===== config.mk =====
export PLATFORM = sky130hd
export DESIGN_NAME = mem_responder
export DESIGN_NICKNAME = d
export VERILOG_FILES = /design/src/rtl/mem_pkg.sv /design/src/rtl/mem_wait_ctr.sv /design/src/rtl/mem_responder.sv
export SDC_FILE = /design/constraint.sdc
export NUM_CORES = 2
export LEC_CHECK = 0
export CAP_MARGIN = 10
export CORE_UTILIZATION = 55
export CTS_CLUSTER_SIZE = 14
export DETAILED_ROUTE_END_ITERATION = 8
export PLACE_DENSITY = 0.71
export SLEW_MARGIN = 20
export SYNTH_ARGS = -nofsm -noshare
export SYNTH_HDL_FRONTEND = slang
export SYNTH_SLANG_ARGS = --single-unit

===== constraint.sdc =====
create_clock -name clk -period 4.25 [get_ports clk]
set_clock_uncertainty 0.1 [all_clocks]
set_input_delay 1.0625 -clock clk [delete_from_list [all_inputs] [get_ports clk]]
set_output_delay 1.0625 -clock clk [all_outputs]
set_load 0.01 [all_outputs]

===== src/rtl/mem_pkg.sv =====
// rtl/mem_pkg.sv - shared types, widths and address-fault helper for mem_responder
package mem_pkg;

   localparam int WORD_W        = 32;
   localparam int ADDR_W        = 32;
   localparam int DEFAULT_DEPTH = 64;
   localparam int CTR_W         = 4;

   typedef enum logic [1:0] {
      IDLE = 2'd0,
      BUSY = 2'd1,
      DONE = 2'd2
   } state_t;

   // Misaligned byte address or word index beyond the end of memory
   function automatic logic addr_fault(input logic [ADDR_W-1:0] a,
                                       input logic [ADDR_W-1:0] depth);
      return (a[1:0] != 2'b00) || ({2'b00, a[ADDR_W-1:2]} >= depth);
   endfunction

endpackage


===== src/rtl/mem_wait_ctr.sv =====
// rtl/mem_wait_ctr.sv - loadable wait-state down-counter with expire flag (count == 1)
module mem_wait_ctr
   import mem_pkg::*;
#(
   parameter int W = CTR_W
)(
   input  logic         clk,
   input  logic         rst_n,
   input  logic         i_load,
   input  logic [W-1:0] i_load_val,
   input  logic         i_dec,
   output logic         o_expire
);

   logic [W-1:0] r_count;

   always_ff @(posedge clk or negedge rst_n) begin
      if (!rst_n) begin
         r_count <= '0;
      end else if (i_load) begin
         r_count <= i_load_val;
      end else if (i_dec && (r_count != '0)) begin
         r_count <= r_count - 1'b1;
      end
   end

   assign o_expire = (r_count == W'(1));

endmodule


===== src/rtl/mem_responder.sv =====
// rtl/mem_responder.sv - multicycle CPU memory responder; MEM_RESPONDER_WAIT_EN enables wait states
module mem_responder
   import mem_pkg::*;
#(
   parameter int DEPTH = DEFAULT_DEPTH,
   parameter int WAIT  = 2
)(
   input  logic              clk,
   input  logic              rst_n,
   input  logic              req,
   input  logic              we,
   input  logic [ADDR_W-1:0] addr,
   input  logic [WORD_W-1:0] wdata,
   output logic [WORD_W-1:0] rdata,
   output logic              ack,
   output logic              err
);

   localparam int IDX_W = $clog2(DEPTH);

   state_t              r_state;
   logic [WORD_W-1:0]   r_mem [DEPTH];

   logic                w_accept;
   logic                w_do_access;
   logic                w_acc_we;
   logic [ADDR_W-1:0]   w_acc_addr;
   logic [WORD_W-1:0]   w_acc_wdata;
   logic [IDX_W-1:0]    w_idx;
   logic                w_fault;
   logic                w_mem_we;

   assign w_accept = (r_state == IDLE) && req;

`ifdef MEM_RESPONDER_WAIT_EN
   localparam logic W_GO_DIRECT = (WAIT == 0);

   logic                r_we;
   logic [ADDR_W-1:0]   r_addr;
   logic [WORD_W-1:0]   r_wdata;
   logic                w_expire;
   logic                w_busy_done;

   mem_wait_ctr #(.W(CTR_W)) u_wait_ctr (
      .clk        (clk),
      .rst_n      (rst_n),
      .i_load     (w_accept),
      .i_load_val (CTR_W'(WAIT)),
      .i_dec      (r_state == BUSY),
      .o_expire   (w_expire)
   );

   always_ff @(posedge clk or negedge rst_n) begin
      if (!rst_n) begin
         r_we    <= 1'b0;
         r_addr  <= '0;
         r_wdata <= '0;
      end else if (w_accept) begin
         r_we    <= we;
         r_addr  <= addr;
         r_wdata <= wdata;
      end
   end

   assign w_busy_done = (r_state == BUSY) && w_expire;
   // Direct IDLE->DONE path (WAIT=0) uses the live inputs; BUSY uses the latched copies
   assign w_acc_we    = (r_state == IDLE) ? we    : r_we;
   assign w_acc_addr  = (r_state == IDLE) ? addr  : r_addr;
   assign w_acc_wdata = (r_state == IDLE) ? wdata : r_wdata;
   assign w_do_access = rst_n && ((w_accept && W_GO_DIRECT) || w_busy_done);
`else
   logic [CTR_W-1:0]    w_unused_wait;

   assign w_unused_wait = CTR_W'(WAIT);
   assign w_acc_we      = we;
   assign w_acc_addr    = addr;
   assign w_acc_wdata   = wdata;
   assign w_do_access   = rst_n && w_accept;
`endif

   assign w_idx    = w_acc_addr[IDX_W+1:2];
   assign w_fault  = addr_fault(w_acc_addr, ADDR_W'(DEPTH));
   assign w_mem_we = w_do_access && w_acc_we && !w_fault;

   always_ff @(posedge clk) begin
      if (w_mem_we) begin
         r_mem[w_idx] <= w_acc_wdata;
      end
   end

   always_ff @(posedge clk or negedge rst_n) begin
      if (!rst_n) begin
         r_state <= IDLE;
         ack     <= 1'b0;
         err     <= 1'b0;
         rdata   <= '0;
      end else begin
         ack <= w_do_access;
         err <= w_do_access && w_fault;
         if (w_do_access && !w_acc_we) begin
            rdata <= w_fault ? '0 : r_mem[w_idx];
         end
         case (r_state)
`ifdef MEM_RESPONDER_WAIT_EN
            IDLE:    if (req) r_state <= W_GO_DIRECT ? DONE : BUSY;
            BUSY:    if (w_busy_done) r_state <= DONE;
`else
            IDLE:    if (req) r_state <= DONE;
`endif
            DONE:    r_state <= IDLE;
            default: r_state <= IDLE;
         endcase
      end
   end

endmodule

## Yosys cells after proc, flatten, opt, wreduce, memory -nomap -nowiden

Memories as Yosys holds them, arrays and structs flattened.
Index checks and enable logic that the tools add are counted.

| storage, ports and cells | value |
|---|---|
| output and inout port bits | 34 |
| bits of input ports | 68 |
| memories kept | 1 |
| flip-flop bits (word level) | 36 |
| RAM bits | 2048 |
| logic and storage cells | 23 |

| cells by class | value |
|---|---|
| reduce and logical (&&, ||, !) cells | 11 |
| $lt $le $gt $ge | 1 |
| multiplexer cells | 5 |
| equal/unequal tests | 1 |

Memories:

| name | depth | width | rd ports | clocked after Yosys merged registers in | write ports | line | text |
|---|---|---|---|---|---|---|---|
| r_mem | 64 | 32 | 1 | 0 | 1 | mem_responder.sv:22 | `logic [WORD_W-1:0] r_mem [DEPTH];` |

Operators by type and width:

| cell | number |
|---|---|
| 2-to-1 mux 32 bit | 1 |
| greater-or-equal comparator 30 x 7 -> 1 bit, second input constant | 1 |
| logical AND 1 bit | 6 |
| 2-to-1 mux 2 bit | 2 |
| logical NOT 1 bit | 2 |
| logical NOT 2 bit | 1 |
| 2-to-1 mux 1 bit | 2 |
| inequality test 2 bit, second input constant | 1 |
| nonzero test 2 bit | 1 |
| logical OR 1 bit | 1 |

## Logic depth before layout (Yosys ltp)

| depth | value |
|---|---|
| depth after elaboration | 7 |
| depth in mapped cells | 12 |
| mapped depth without buffers | 7 |

## Least setup slack after synthesis

Ideal clock, no wire load.

| timing path | value |
|---|---|
| kind | input to register |
| start point | input addr[3] |
| end point | memory r_mem[39][0] (enable) |
| setup time | 421 ps |
| stages | 8 |
| path slack | -287 ps |
| arrival | 4016 ps |
| path buffers | 6 |
| data required time | 3729 ps |
| cells stage by stage | buf_4 buf_2 buf_2 buf_2 clkbuf_1 buf_2 nand3_1 nor2_1 |

| on the way | value |
|---|---|
| longest elaborated chain between the ends | 6 |

Ends and longest elaborated chain:

| item | line | text |
|---|---|---|
| from (decl) | mem_responder.sv:12 | `input logic [ADDR_W-1:0] addr,` |
| greater-or-equal comparator 30 x 7 -> 1 bit | mem_pkg.sv:18 | `return (a[1:0] != 2'b00) \|\| ({2'b00, a[ADDR_W-1:2]} >= depth);` |
| logical OR 1 bit | mem_pkg.sv:18 |  |
| logical NOT 1 bit | mem_responder.sv:83 | `assign w_mem_we = w_do_access && w_acc_we && !w_fault;` |
| logical AND 1 bit | mem_responder.sv:83 |  |
| 2-to-1 mux 1 bit | mem_responder.sv:86 | `if (w_mem_we) begin` |
| 2-to-1 mux 1 bit (not written as such) | mem_responder.sv:87 | `r_mem[w_idx] <= w_acc_wdata;` |
| to (decl) | mem_responder.sv:22 |  |

Several ways; a longest one is shown, not always the timed one.

## Worst setup path in the final report

| timing path | value |
|---|---|
| start point | input addr[3] |
| end point | register rdata[28] |

| on the way | value |
|---|---|
| longest elaborated chain between the ends | 3 |
| elaborated cells between the ends (all ways) | 4 |
| those cells by class | order compare (1); mux (1); reduce/logical (1); memory (1) |

Ends and longest elaborated chain:

| item | line | text |
|---|---|---|
| greater-or-equal comparator 30 x 7 -> 1 bit | mem_pkg.sv:18 |  |
| logical OR 1 bit | mem_pkg.sv:18 |  |
| 2-to-1 mux 32 bit * | mem_responder.sv:101 | `rdata <= w_fault ? '0 : r_mem[w_idx];` |
| to (signal assigned) | mem_responder.sv:101 |  |
| to (decl) | mem_responder.sv:14 | `output logic [WORD_W-1:0] rdata,` |

Mark *: on every way between the ends. The rest lies on a longest branch, timed or not.
A chain may end at the register's enable or synchronous reset.

==> qor.txt <==
outcome = completed
PostCTS Resize Cnt = 0
CP Launch Type = primary input
Routability Congestion = 0.991
final hold viol count = 0
TritonCTS clock tree = yes
register area = 62400 um^2
fmax = 0.301 GHz
Cell Area, Synth = 79500 um^2
clock slew at reported path FFs = 60 ps
Final Max Tran Viols = 0
vias in the first global route = 45800
DP HPWL = 169000 um
sequential share of the synthesized area = 78.5%
GR Overflow Total = 0
I/O pin cnt = 102
Switch Pwr = 9.37 mW
Die Wd = 382 um
data arrival time of the worst path = 3990 ps
CTS hold repair buffers = 0
RSZ-0062 raised after global routing = false
total chip power = 42.8 mW
YS warnings = 0
fin crit period = 3320 ps
fin util = 65.5%
Post-synth top flop = edfxtp_1
routed vias/inst = 7.20
share of layout cells above drive strength 1 = 25.7%
first-pass GRT wire length = 359000 um
Clk pwr share = 41.5%
Post CTS Setup Buffer Count = 0
final worst slack = 928 ps
Initial Util = 55.4%
CTS root buffer = clkbuf_16
Seq cells post-synth = 2083
pre-CTS setup slack = 228 ps
Worst Path Required = 4920 ps
Gate power share = 5.8%
Sw Share = 21.9%
syn nets = 4204
Hold Path Class = flip-flop to flip-flop
routed length per instance = 39.2 um
FP Rows = 139
synthesized instance count = 4136
Leakage Power = 29.9 nW
antenna violations before repair = 25
area of the multi-input gates = 16400 um^2
Post-synth EDFFs = 2048
DRT antenna net count = 0
Worst Reg-to-Reg Cells = 8
Final Cycle Share = 78.2%
htree depth = 4
die area = 146000 um^2
Detailed Routing Iterations Pass 1 = 8
worst-path fanout max = 31
Hold Path Depth = 1
clock sink total = 2083
Clock Tree Buf Depth = 3
total number of vias = 48000
synth unique cells = 63
cts bufs inserted = 200
Internal = 33.4 mW
Async SR Flop Fraction = 1.68%
power density cells = 456 nW/um^2
GRT Total Usage = 35.7%
max_cap viols = 0
largest net degree at the start of global routing = 74
die height = 382 um
I/O Buffers = 101
area grow syn2layout = 18.2%
worst skew pair latency = 860 ps
Final setup viols = 0
Fillers = 9215
DRT iter0 DRCs = 9161
wire length after detailed routing = 261000 um
Crit Path Class = primary input to flip-flop
setup TNS = 0 ps
mean area per synthesized cell = 19.2 um^2
worst slew pin tran = 1250 ps
nets = 4666
crit end category = flip-flop
flop2flop setup slack = 1600 ps
Worst VDD drop = 0.000444 V
Slew headroom = 15.7%
Flop pwr share = 52.7%
DRC errors left = 0
core box area = 143000 um^2
[routing by layer]
| metal | track usage, % | routed length, um | vias to the layer above |
|---|---|---|---|
| li1 | - | - | 18300 |
| met1 | 47.6 | 88700 | 24300 |
| met2 | 52.0 | 115000 | 4566 |
| met3 | 14.6 | 44200 | 843 |
| met4 | 15.7 | 13500 | 26 |
| met5 | 0 | 168 | - |
[area by class of cell]
cell class,count,area share (%)
antenna,7,0.0187
clock buffer,257,5.71
clock inverter,107,1.21
inverter,4,0.0226
multi-input combinational,1767,17.5
sequential,2083,66.4
tap,1903,2.54
timing repair buffer,542,6.63
[synthesized netlist by cell type, drive strengths merged (23+ instances only)]
cell / number / area [um^2]
nand2: 130 / 488
clkbuf: 140 / 526
a211oi: 30 / 225
edfxtp: 2048 / 61500
mux4: 212 / 4770
o22ai: 249 / 1560
a221oi: 33 / 289
a21oi: 91 / 455
a22o: 23 / 201
buf: 142 / 729
nor3: 28 / 145
dfrtp: 35 / 876
mux2i: 132 / 1320
o221ai: 155 / 1360
mux2: 168 / 1890
o21ai: 97 / 485
a22oi: 49 / 368
nor2: 150 / 563
[flip-flops by register name, indices dropped and copies added, names as in the netlist]
register / flops
err: 1
ack: 1
rdata: 32
r_mem: 2048
r_state: 1
[through the flow]
step | instances | cell area (um^2) | hold WS, ps
floorplan | 4136 | 79500 | 293
global placement | 6299 | 87400 | 307
detailed placement | 6299 | 87400 | 319
CTS | 6663 | 93900 | 338
global route | 6666 | 93900 | 363
finish | 6670 | 93900 | 346
[worst max-delay path, cell delays in order]
cell and delay [ps]:
buf_8 360, nand2b_2 670, buf_4 330, o22ai_1 100, a221oi_1 620, o22ai_1 140, a2111oi_0 450, a22o_1 210
[placed cells by master (no fill, tap or decap), drive strengths merged, types with 14 or more instances in the layout]
| cell type | instances |
|---|---|
| o221ai | 155 |
| buf | 477 |
| nor2 | 150 |
| mux4 | 212 |
| nand2 | 130 |
| a221oi | 33 |
| clkbuf | 257 |
| bufinv | 20 |
| a211oi | 30 |
| o22a | 14 |
| clkinv | 81 |
| mux2 | 168 |
| dfrtp | 35 |
| edfxtp | 2048 |
| clkdlybuf4s50 | 65 |
| mux2i | 132 |
| a22oi | 49 |
| nor3 | 28 |
| a32o | 21 |
| o22ai | 249 |
| o21ai | 97 |
| nand3 | 18 |
| a21oi | 91 |
| a22o | 23 |
[logic make-up (layout without fill, tap and decap cells)]
group           count (synthesis)  in the layout  synth area share [%]
flops                        2083           2083                  78.5
compound gates                849            849                  7.56
mux                           512            512                  10.1
simple gates                  406            406                  2.29
buf+inv                       286            910                  1.60
other cells                     0              7                     0
[power by group through the flow]
stage / clock network [mW] / logic (mW) / registers [mW]
5_1_grt: 18.5 / 2.50 / 22.5
6_report: 17.7 / 2.48 / 22.6
2_1_floorplan: 0 / 0.991 / 23.0
3_5_place_dp: 0 / 2.37 / 23.0
3_3_place_gp: 0 / 2.34 / 23.0
4_1_cts: 17.8 / 2.38 / 22.6
[worst paths after layout]
path | from | endpoint
max | addr[3] | rdata[28]$_DFFE_PN0P_
min | r_state[1]$_DFFE_PN0P_ | r_state[1]$_DFFE_PN0P_
max reg2reg | r_state[1]$_DFFE_PN0P_ | rdata[4]$_DFFE_PN0P_
min reg2reg | r_state[1]$_DFFE_PN0P_ | r_state[1]$_DFFE_PN0P_
max in group asynchronous | rst_n | r_state[1]$_DFFE_PN0P_
min in group asynchronous | rst_n | rdata[18]$_DFFE_PN0P_
(Power assumes the default switching activity.)
